### src/rtl/riscvx_mem_pkg.sv
// Shared encodings for the MEM-stage data-memory access controller.
// Holds funct3 width/sign codes, FSM state encoding and the alignment helper.
package riscvx_mem_pkg;

  localparam logic [2:0] F3_B  = 3'b000;
  localparam logic [2:0] F3_H  = 3'b001;
  localparam logic [2:0] F3_W  = 3'b010;
  localparam logic [2:0] F3_BU = 3'b100;
  localparam logic [2:0] F3_HU = 3'b101;

  typedef enum logic [1:0] {
    ST_IDLE = 2'b00,
    ST_REQ  = 2'b01,
    ST_DONE = 2'b10
  } mem_state_e;

  // Low address bits with halfword/word accesses snapped to natural alignment.
  // An access is misaligned exactly when this changes the bits.
  function automatic logic [1:0] align_lo(input logic [2:0] funct3, input logic [1:0] a);
    case (funct3)
      F3_H, F3_HU: return {a[1], 1'b0};
      F3_W:        return 2'b00;
      default:     return a;
    endcase
  endfunction

endpackage

### src/rtl/mem_load_align.sv
// Load lane select and sign/zero extension of a 32-bit bus read word.
// Purely combinational; undefined funct3 codes return zero.
module mem_load_align
  import riscvx_mem_pkg::*;
(
  input  logic [31:0] rdata,
  input  logic [1:0]  a,
  input  logic [2:0]  funct3,
  output logic [31:0] data
);

  logic [7:0]  byte_sel;
  logic [15:0] half_sel;

  always_comb begin
    byte_sel = rdata[7:0];
    case (a)
      2'd0:    byte_sel = rdata[7:0];
      2'd1:    byte_sel = rdata[15:8];
      2'd2:    byte_sel = rdata[23:16];
      default: byte_sel = rdata[31:24];
    endcase
    half_sel = a[1] ? rdata[31:16] : rdata[15:0];

    data = '0;
    case (funct3)
      F3_B:    data = {{24{byte_sel[7]}}, byte_sel};
      F3_BU:   data = {24'h0, byte_sel};
      F3_H:    data = {{16{half_sel[15]}}, half_sel};
      F3_HU:   data = {16'h0, half_sel};
      F3_W:    data = rdata;
      default: data = '0;
    endcase
  end

endmodule

### src/rtl/mem_access_ctrl.sv
// MEM-stage data-memory access sequencer: IDLE -> REQ -> DONE over a req/ack bus.
// Optional macro MEM_MISALIGN_TRAP_EN traps misaligned accesses instead of forcing alignment.
module mem_access_ctrl
  import riscvx_mem_pkg::*;
#(
  parameter int TIMEOUT_CYCLES = 256,
  parameter int CNT_W          = 9
) (
  input  logic        clk,
  input  logic        reset,
  input  logic        valid_MEM,
  input  logic        memread_MEM,
  input  logic        memwrite_MEM,
  input  logic [2:0]  funct3_MEM,
  input  logic [31:0] addr_MEM,
  input  logic [31:0] wdata_MEM,
  output logic        stall_MEM,
  output logic [31:0] mem_data_MEM,
  output logic        bus_err,
`ifdef MEM_MISALIGN_TRAP_EN
  output logic        misalign_trap,
`endif
  output logic [1:0]  state_dbg,
  output logic        dbus_req,
  output logic        dbus_we,
  output logic [31:0] dbus_addr,
  output logic [3:0]  dbus_be,
  output logic [31:0] dbus_wdata,
  input  logic        dbus_ack,
  input  logic [31:0] dbus_rdata
);

  // Bus handshake: dbus_req is high for every REQ cycle and we/addr/be/wdata stay
  // stable until the cycle dbus_ack is sampled high; ack in any other state is
  // ignored, and reset withdraws req at once without waiting for an ack.

  localparam logic [CNT_W-1:0] CNT_LAST = CNT_W'(TIMEOUT_CYCLES - 1);

  mem_state_e        state_q, state_d;
  logic [CNT_W-1:0]  cnt_q;
  logic [1:0]        a_lo, a_lo_q;
  logic [2:0]        f3_q;
  logic [3:0]        be_d;
  logic [31:0]       wdata_d;
  logic [31:0]       load_data;
  logic              acc, misaligned, issue, trap_start, timeout;

  assign acc       = valid_MEM & (memread_MEM | memwrite_MEM);
  assign a_lo      = align_lo(funct3_MEM, addr_MEM[1:0]);
  assign timeout   = (cnt_q == CNT_LAST) & ~dbus_ack;
  assign state_dbg = state_q;

`ifdef MEM_MISALIGN_TRAP_EN
  assign misaligned = (a_lo != addr_MEM[1:0]);
`else
  assign misaligned = 1'b0;
`endif

  // Width comes from funct3[1:0] so loads and stores share the lane decode.
  always_comb begin
    be_d    = 4'b0000;
    wdata_d = wdata_MEM;
    case (funct3_MEM[1:0])
      2'b00: begin
        be_d    = 4'b0001 << a_lo;
        wdata_d = {4{wdata_MEM[7:0]}};
      end
      2'b01: begin
        be_d    = 4'b0011 << {a_lo[1], 1'b0};
        wdata_d = {2{wdata_MEM[15:0]}};
      end
      2'b10:   be_d = 4'hF;
      default: be_d = 4'b0000;
    endcase
  end

  always_ff @(posedge clk or posedge reset) begin
    if (reset) state_q <= ST_IDLE;
    else       state_q <= state_d;
  end

  always_comb begin
    state_d    = state_q;
    stall_MEM  = 1'b0;
    dbus_req   = 1'b0;
    issue      = 1'b0;
    trap_start = 1'b0;
    case (state_q)
      ST_IDLE: begin
        stall_MEM = acc;
        if (acc) begin
          if (misaligned) begin
            state_d    = ST_DONE;
            trap_start = 1'b1;
          end else begin
            state_d = ST_REQ;
            issue   = 1'b1;
          end
        end
      end
      ST_REQ: begin
        stall_MEM = 1'b1;
        dbus_req  = 1'b1;
        if (dbus_ack || timeout) state_d = ST_DONE;
      end
      ST_DONE: state_d = ST_IDLE;
      default: state_d = ST_IDLE;
    endcase
  end

  always_ff @(posedge clk or posedge reset) begin
    if (reset) begin
      dbus_we      <= 1'b0;
      dbus_addr    <= '0;
      dbus_be      <= '0;
      dbus_wdata   <= '0;
      mem_data_MEM <= '0;
      bus_err      <= 1'b0;
      cnt_q        <= '0;
      a_lo_q       <= '0;
      f3_q         <= '0;
    end else begin
      bus_err <= 1'b0;
      if (issue) begin
        dbus_we    <= memwrite_MEM;
        dbus_addr  <= {addr_MEM[31:2], 2'b00};
        dbus_be    <= be_d;
        dbus_wdata <= wdata_d;
        a_lo_q     <= a_lo;
        f3_q       <= funct3_MEM;
      end
      if (trap_start) mem_data_MEM <= '0;
      if (state_q == ST_REQ) begin
        cnt_q <= cnt_q + CNT_W'(1);
        if (dbus_ack) begin
          mem_data_MEM <= dbus_we ? 32'h0 : load_data;
        end else if (timeout) begin
          mem_data_MEM <= '0;
          bus_err      <= 1'b1;
        end
      end else begin
        cnt_q <= '0;
      end
    end
  end

`ifdef MEM_MISALIGN_TRAP_EN
  always_ff @(posedge clk or posedge reset) begin
    if (reset) misalign_trap <= 1'b0;
    else       misalign_trap <= trap_start;
  end
`endif

  mem_load_align u_load_align (
    .rdata  (dbus_rdata),
    .a      (a_lo_q),
    .funct3 (f3_q),
    .data   (load_data)
  );

endmodule
### config.mk
export PLATFORM = sky130hd
export DESIGN_NAME = mem_access_ctrl
export DESIGN_NICKNAME = d
export VERILOG_FILES = /design/src/rtl/riscvx_mem_pkg.sv /design/src/rtl/mem_load_align.sv /design/src/rtl/mem_access_ctrl.sv
export SDC_FILE = /design/constraint.sdc
export NUM_CORES = 1
export LEC_CHECK = 0
export ABC_AREA = 1
export BUFFER_PORTS_ARGS = -buffer_cell sky130_fd_sc_hd__buf_2
export CELL_PAD_IN_SITES_DETAIL_PLACEMENT = 1
export CELL_PAD_IN_SITES_GLOBAL_PLACEMENT = 1
export CORE_ASPECT_RATIO = 1.4
export CORE_MARGIN = 5
export CORE_UTILIZATION = 36
export CTS_CLUSTER_SIZE = 16
export DETAILED_ROUTE_END_ITERATION = 8
export GPL_ROUTABILITY_DRIVEN = 0
export PLACE_DENSITY_LB_ADDON = 0.08
export SYNTH_ARGS = -nofsm -noshare
export SYNTH_HDL_FRONTEND = slang
export SYNTH_HIERARCHICAL = 1
export SYNTH_SLANG_ARGS = --single-unit
### constraint.sdc
create_clock -name clk -period 4.4 [get_ports clk]
set_input_delay 0.22 -clock clk [delete_from_list [all_inputs] [get_ports clk]]
set_output_delay 0.22 -clock clk [all_outputs]
set_load 0.02 [all_outputs]
==> impl_results.md <==
- Worst setup SP type: primary input
- Die Area: 19930 µm²
- I/O pin total: 211
- Pin count of the biggest net entering global routing: 78
- Seq pwr share: 33.8%
- Final wirelength: 20.54 mm
- Number of inserted filler cells in the final layout: 2185
- Clock network fraction of design power: 28.2%
- Met1 routing resource usage after global routing: 24.20%
- Overall Global Routing Usage: 21.39%
- Maximum Capacitance Violations: 0
- Post-placement setup slack: 1971 ps
- Total leakage power: 4.740 nW
- Deepest clock path buffer count: 2
- Clock tree sinks: 116
- Via density: 4.863
- Final hold vios: 0
- Met3 usage in global routing: 6.848%
- Path type of the worst setup path: in -> out
- Unrepaired setup endpoints after global routing: false
- Biggest fanout along the worst timing path: 47
- Via count of the first global-routing pass: 6494
- Number of antenna violations at the first check in global routing: 2
- Antenna Diode Count: 0
- Mean cell area of the mapped netlist: 7.587 µm²
- Number of synthesized register bits: 116
- Min-Delay Path Depth: 3
- Die outline height: 165.1 µm
- Number of CTS-inserted buffers: 17
- Final worst-path cycle share: 59.91%
- Routed via count: 6055
- Maximum clock skew at final layout: 7.878 ps
- Layer carrying the most global-route usage: met2
- Netlist area before placement: 6183 µm²
- Buffers added on ports: 208
- F_max: 379.4 MHz
- Yosys Warn Count: 6
- Final net count: 1136
- Combinational share of power: 38.0%
- Starting Density: 36.77%
- Cell row count: 56
- Number of cell instances on the worst register-to-register path: 10
- Run status: finished clean
- Endpoints failing setup: 0
- Global-route met2 utilization: 38.21%
- Wire length of the first global-routing pass: 33.36 mm
- Min-delay worst type: in -> reg
- Starting DRC count in detailed routing: 345
- Required time of the critical path: 4180 ps
- Clock-pin slew of the registers on the worst-case setup and hold paths: 50 ps
- Distinct cell type count of the synthesized netlist: 36
- X dimension of the die: 120.8 µm
- Maximum level of the CTS H-tree: 4
- Final critical-path required period: 2636 ps
- Clock network latency to the later pin of the worst-skew pair: 420 ps
- PostCTS Resize Cnt: 0
- Setup slack of the critical path after layout: 1764 ps
- Arr. time, crit path: 2420 ps
- Sequential fraction of the synthesis area: 46.94%
- Layout cells sized above 1: 27.74%
- Detail Placement HPWL: 14.72 mm
- P per Cell Area: 597.1 nW/µm²
- Peak supply drop: 0.2448 mV
- Setup TNS: 0 ps
- Number of detailed-route iterations in the first pass: 4
- Post-DR wirelength/cell: 16.50 µm
- Internal power component: 0.002785 W
- Syn-to-layout area delta: 29.77%
- Type of element capturing the critical path: output port
- CTS root buffer: sky130_fd_sc_hd__clkbuf_16
- Core area: 16820 µm²
- Proportion of total power due to net switching: 41.88%
- TritonCTS clock tree: yes
- Power, Total: 0.004791 W
- DRC errors left: 0
- Max transition margin: 30.32%
- Remaining Overflow, GRT: 0
- Net Sw Power: 0.002007 W
- Gate count of the mapped netlist: 815
- Slew @ Worst Pin: 1045 ps
- Antenna-violating nets left: 0
- Final-report max-slew violation count: 0
==> cells in the mapped netlist (all sizes together) <==
master,n,area share (%)
nand3,94,9.7
a31oi,1,0.10
inv,48,3.0
dfrtp,116,47
nor3,1,0.26
a21oi,8,0.65
nand3b,4,0.69
buf,39,5.2
o21ai,58,4.7
ha,2,0.40
nand2,396,24
or2,3,0.30
conb,1,0.061
clkbuf,7,0.45
nand4,1,0.10
nor2,31,2.5
o211ai,4,0.49
xnor2,1,0.14
==> worst max-delay path, stage by stage <==
cell and delay [ps]:
sky130_fd_sc_hd__dlygate4sd3_1 550, sky130_fd_sc_hd__buf_2 130, sky130_fd_sc_hd__or2_1 230, sky130_fd_sc_hd__nand3_2 80
sky130_fd_sc_hd__buf_4 370, sky130_fd_sc_hd__buf_4 510, sky130_fd_sc_hd__nand2_1 90, sky130_fd_sc_hd__buf_2 180
==> cells by family (layout without fill, tap and decap cells) <==
family / count (synthesis) / count (layout) / share of synthesized area [%]
AOI/OAI and AO/OA: 71 / 71 / 5.929
other: 1 / 2 / 0.06065
adders and majority gates: 2 / 2 / 0.4046
and+or+nand+nor: 530 / 530 / 37.90
buffers and inverters: 94 / 320 / 8.620
xor gates and xnor gates: 1 / 1 / 0.1417
DFF: 116 / 116 / 46.94
==> final cells by class <==
cell class,count,area (µm²),share of cell area [%]
flip-flops and latches,116,2903,36.18
clock buffers,19,452.9,5.645
repair buffers,240,1351,16.84
clock inverters,13,121.4,1.513
multi-input cells,606,2754,34.32
well taps,203,254.0,3.165
inverters,48,187.7,2.339
==> sequential cells by signal, summed over array words and instances (netlist names) <==
register	flops
a_lo_q	2
bus_err	1
cnt_q	9
dbus_addr	30
dbus_be	4
dbus_wdata	32
dbus_we	1
f3_q	3
mem_data_MEM	32
state_dbg	2
==> power by group through the flow <==
stage	Clock [W]	Sequential (W)	Combinational, W
global placement	0	0.00163	0.00181
global route	0.00143	0.00167	0.00202
finish	0.00135	0.00162	0.00182
detailed placement	0	0.00163	0.00183
floorplan	0	0.00195	0.000916
CTS	0.00139	0.00162	0.00186
==> layout by cell type (no fill, tap or decap), types with 2 or more instances in the layout <==
cell type,n
sky130_fd_sc_hd__a21oi_1,8
sky130_fd_sc_hd__buf_2,208
sky130_fd_sc_hd__buf_4,4
sky130_fd_sc_hd__clkbuf_16,17
sky130_fd_sc_hd__clkbuf_8,2
sky130_fd_sc_hd__clkinv_2,3
sky130_fd_sc_hd__clkinv_4,3
sky130_fd_sc_hd__clkinvlp_4,2
sky130_fd_sc_hd__conb_1,2
sky130_fd_sc_hd__dfrtp_1,116
sky130_fd_sc_hd__dlygate4sd3_1,28
sky130_fd_sc_hd__ha_1,2
sky130_fd_sc_hd__inv_1,40
sky130_fd_sc_hd__inv_2,5
sky130_fd_sc_hd__inv_4,3
sky130_fd_sc_hd__inv_6,4
sky130_fd_sc_hd__nand2_1,393
sky130_fd_sc_hd__nand2_4,2
sky130_fd_sc_hd__nand3_1,70
sky130_fd_sc_hd__nand3_2,23
sky130_fd_sc_hd__nand3b_1,3
sky130_fd_sc_hd__nor2_1,25
sky130_fd_sc_hd__nor2_2,2
sky130_fd_sc_hd__nor2_4,3
sky130_fd_sc_hd__o211ai_1,4
sky130_fd_sc_hd__o21ai_0,44
sky130_fd_sc_hd__o21ai_1,14
sky130_fd_sc_hd__or2_2,2
==> what timing repair did <==
action	in CTS	in global routing
buffers inserted	0	0
hold buffers	28	0
hold endpoints to repair	28	0
endpoints found under the setup margin	0	0
==> path summary, 6_finish.rpt <==
| kind | start | to | slack, ps |
|---|---|---|---|
| setup / recovery | memwrite_MEM | stall_MEM | 1760 |
| hold / removal | addr_MEM[20] | dbus_addr[20] | 20 |
| setup reg to reg | cnt_q[0] | mem_data_MEM[14] | 1990 |
| hold reg to reg | cnt_q[0] | cnt_q[0] | 460 |
| max in group asynchronous | reset | dbus_addr[31] | 3270 |
| min in group asynchronous | reset | dbus_addr[29] | 40 |
==> metal layers <==
metal  share of wire, %  wire length (µm)
met1                 39              8103
met4                2.0               402
met3                6.3              1300
met2                 52             10710
met5               0.13                27
==> per-stage QoR <==
step           utilization, %  std cells  area (µm²)  hold slack [ps]
2_1_floorplan               -        816        6187            329.6
3_3_place_gp            42.63       1185        7169            413.9
3_5_place_dp            42.63       1185        7169            419.9
4_1_cts                 47.72       1245        8024           0.2379
5_1_grt                 47.72       1245        8024            7.661
6_report                47.72       1245        8024            24.24
No activity file was read; power rests on OpenSTA's default activity.
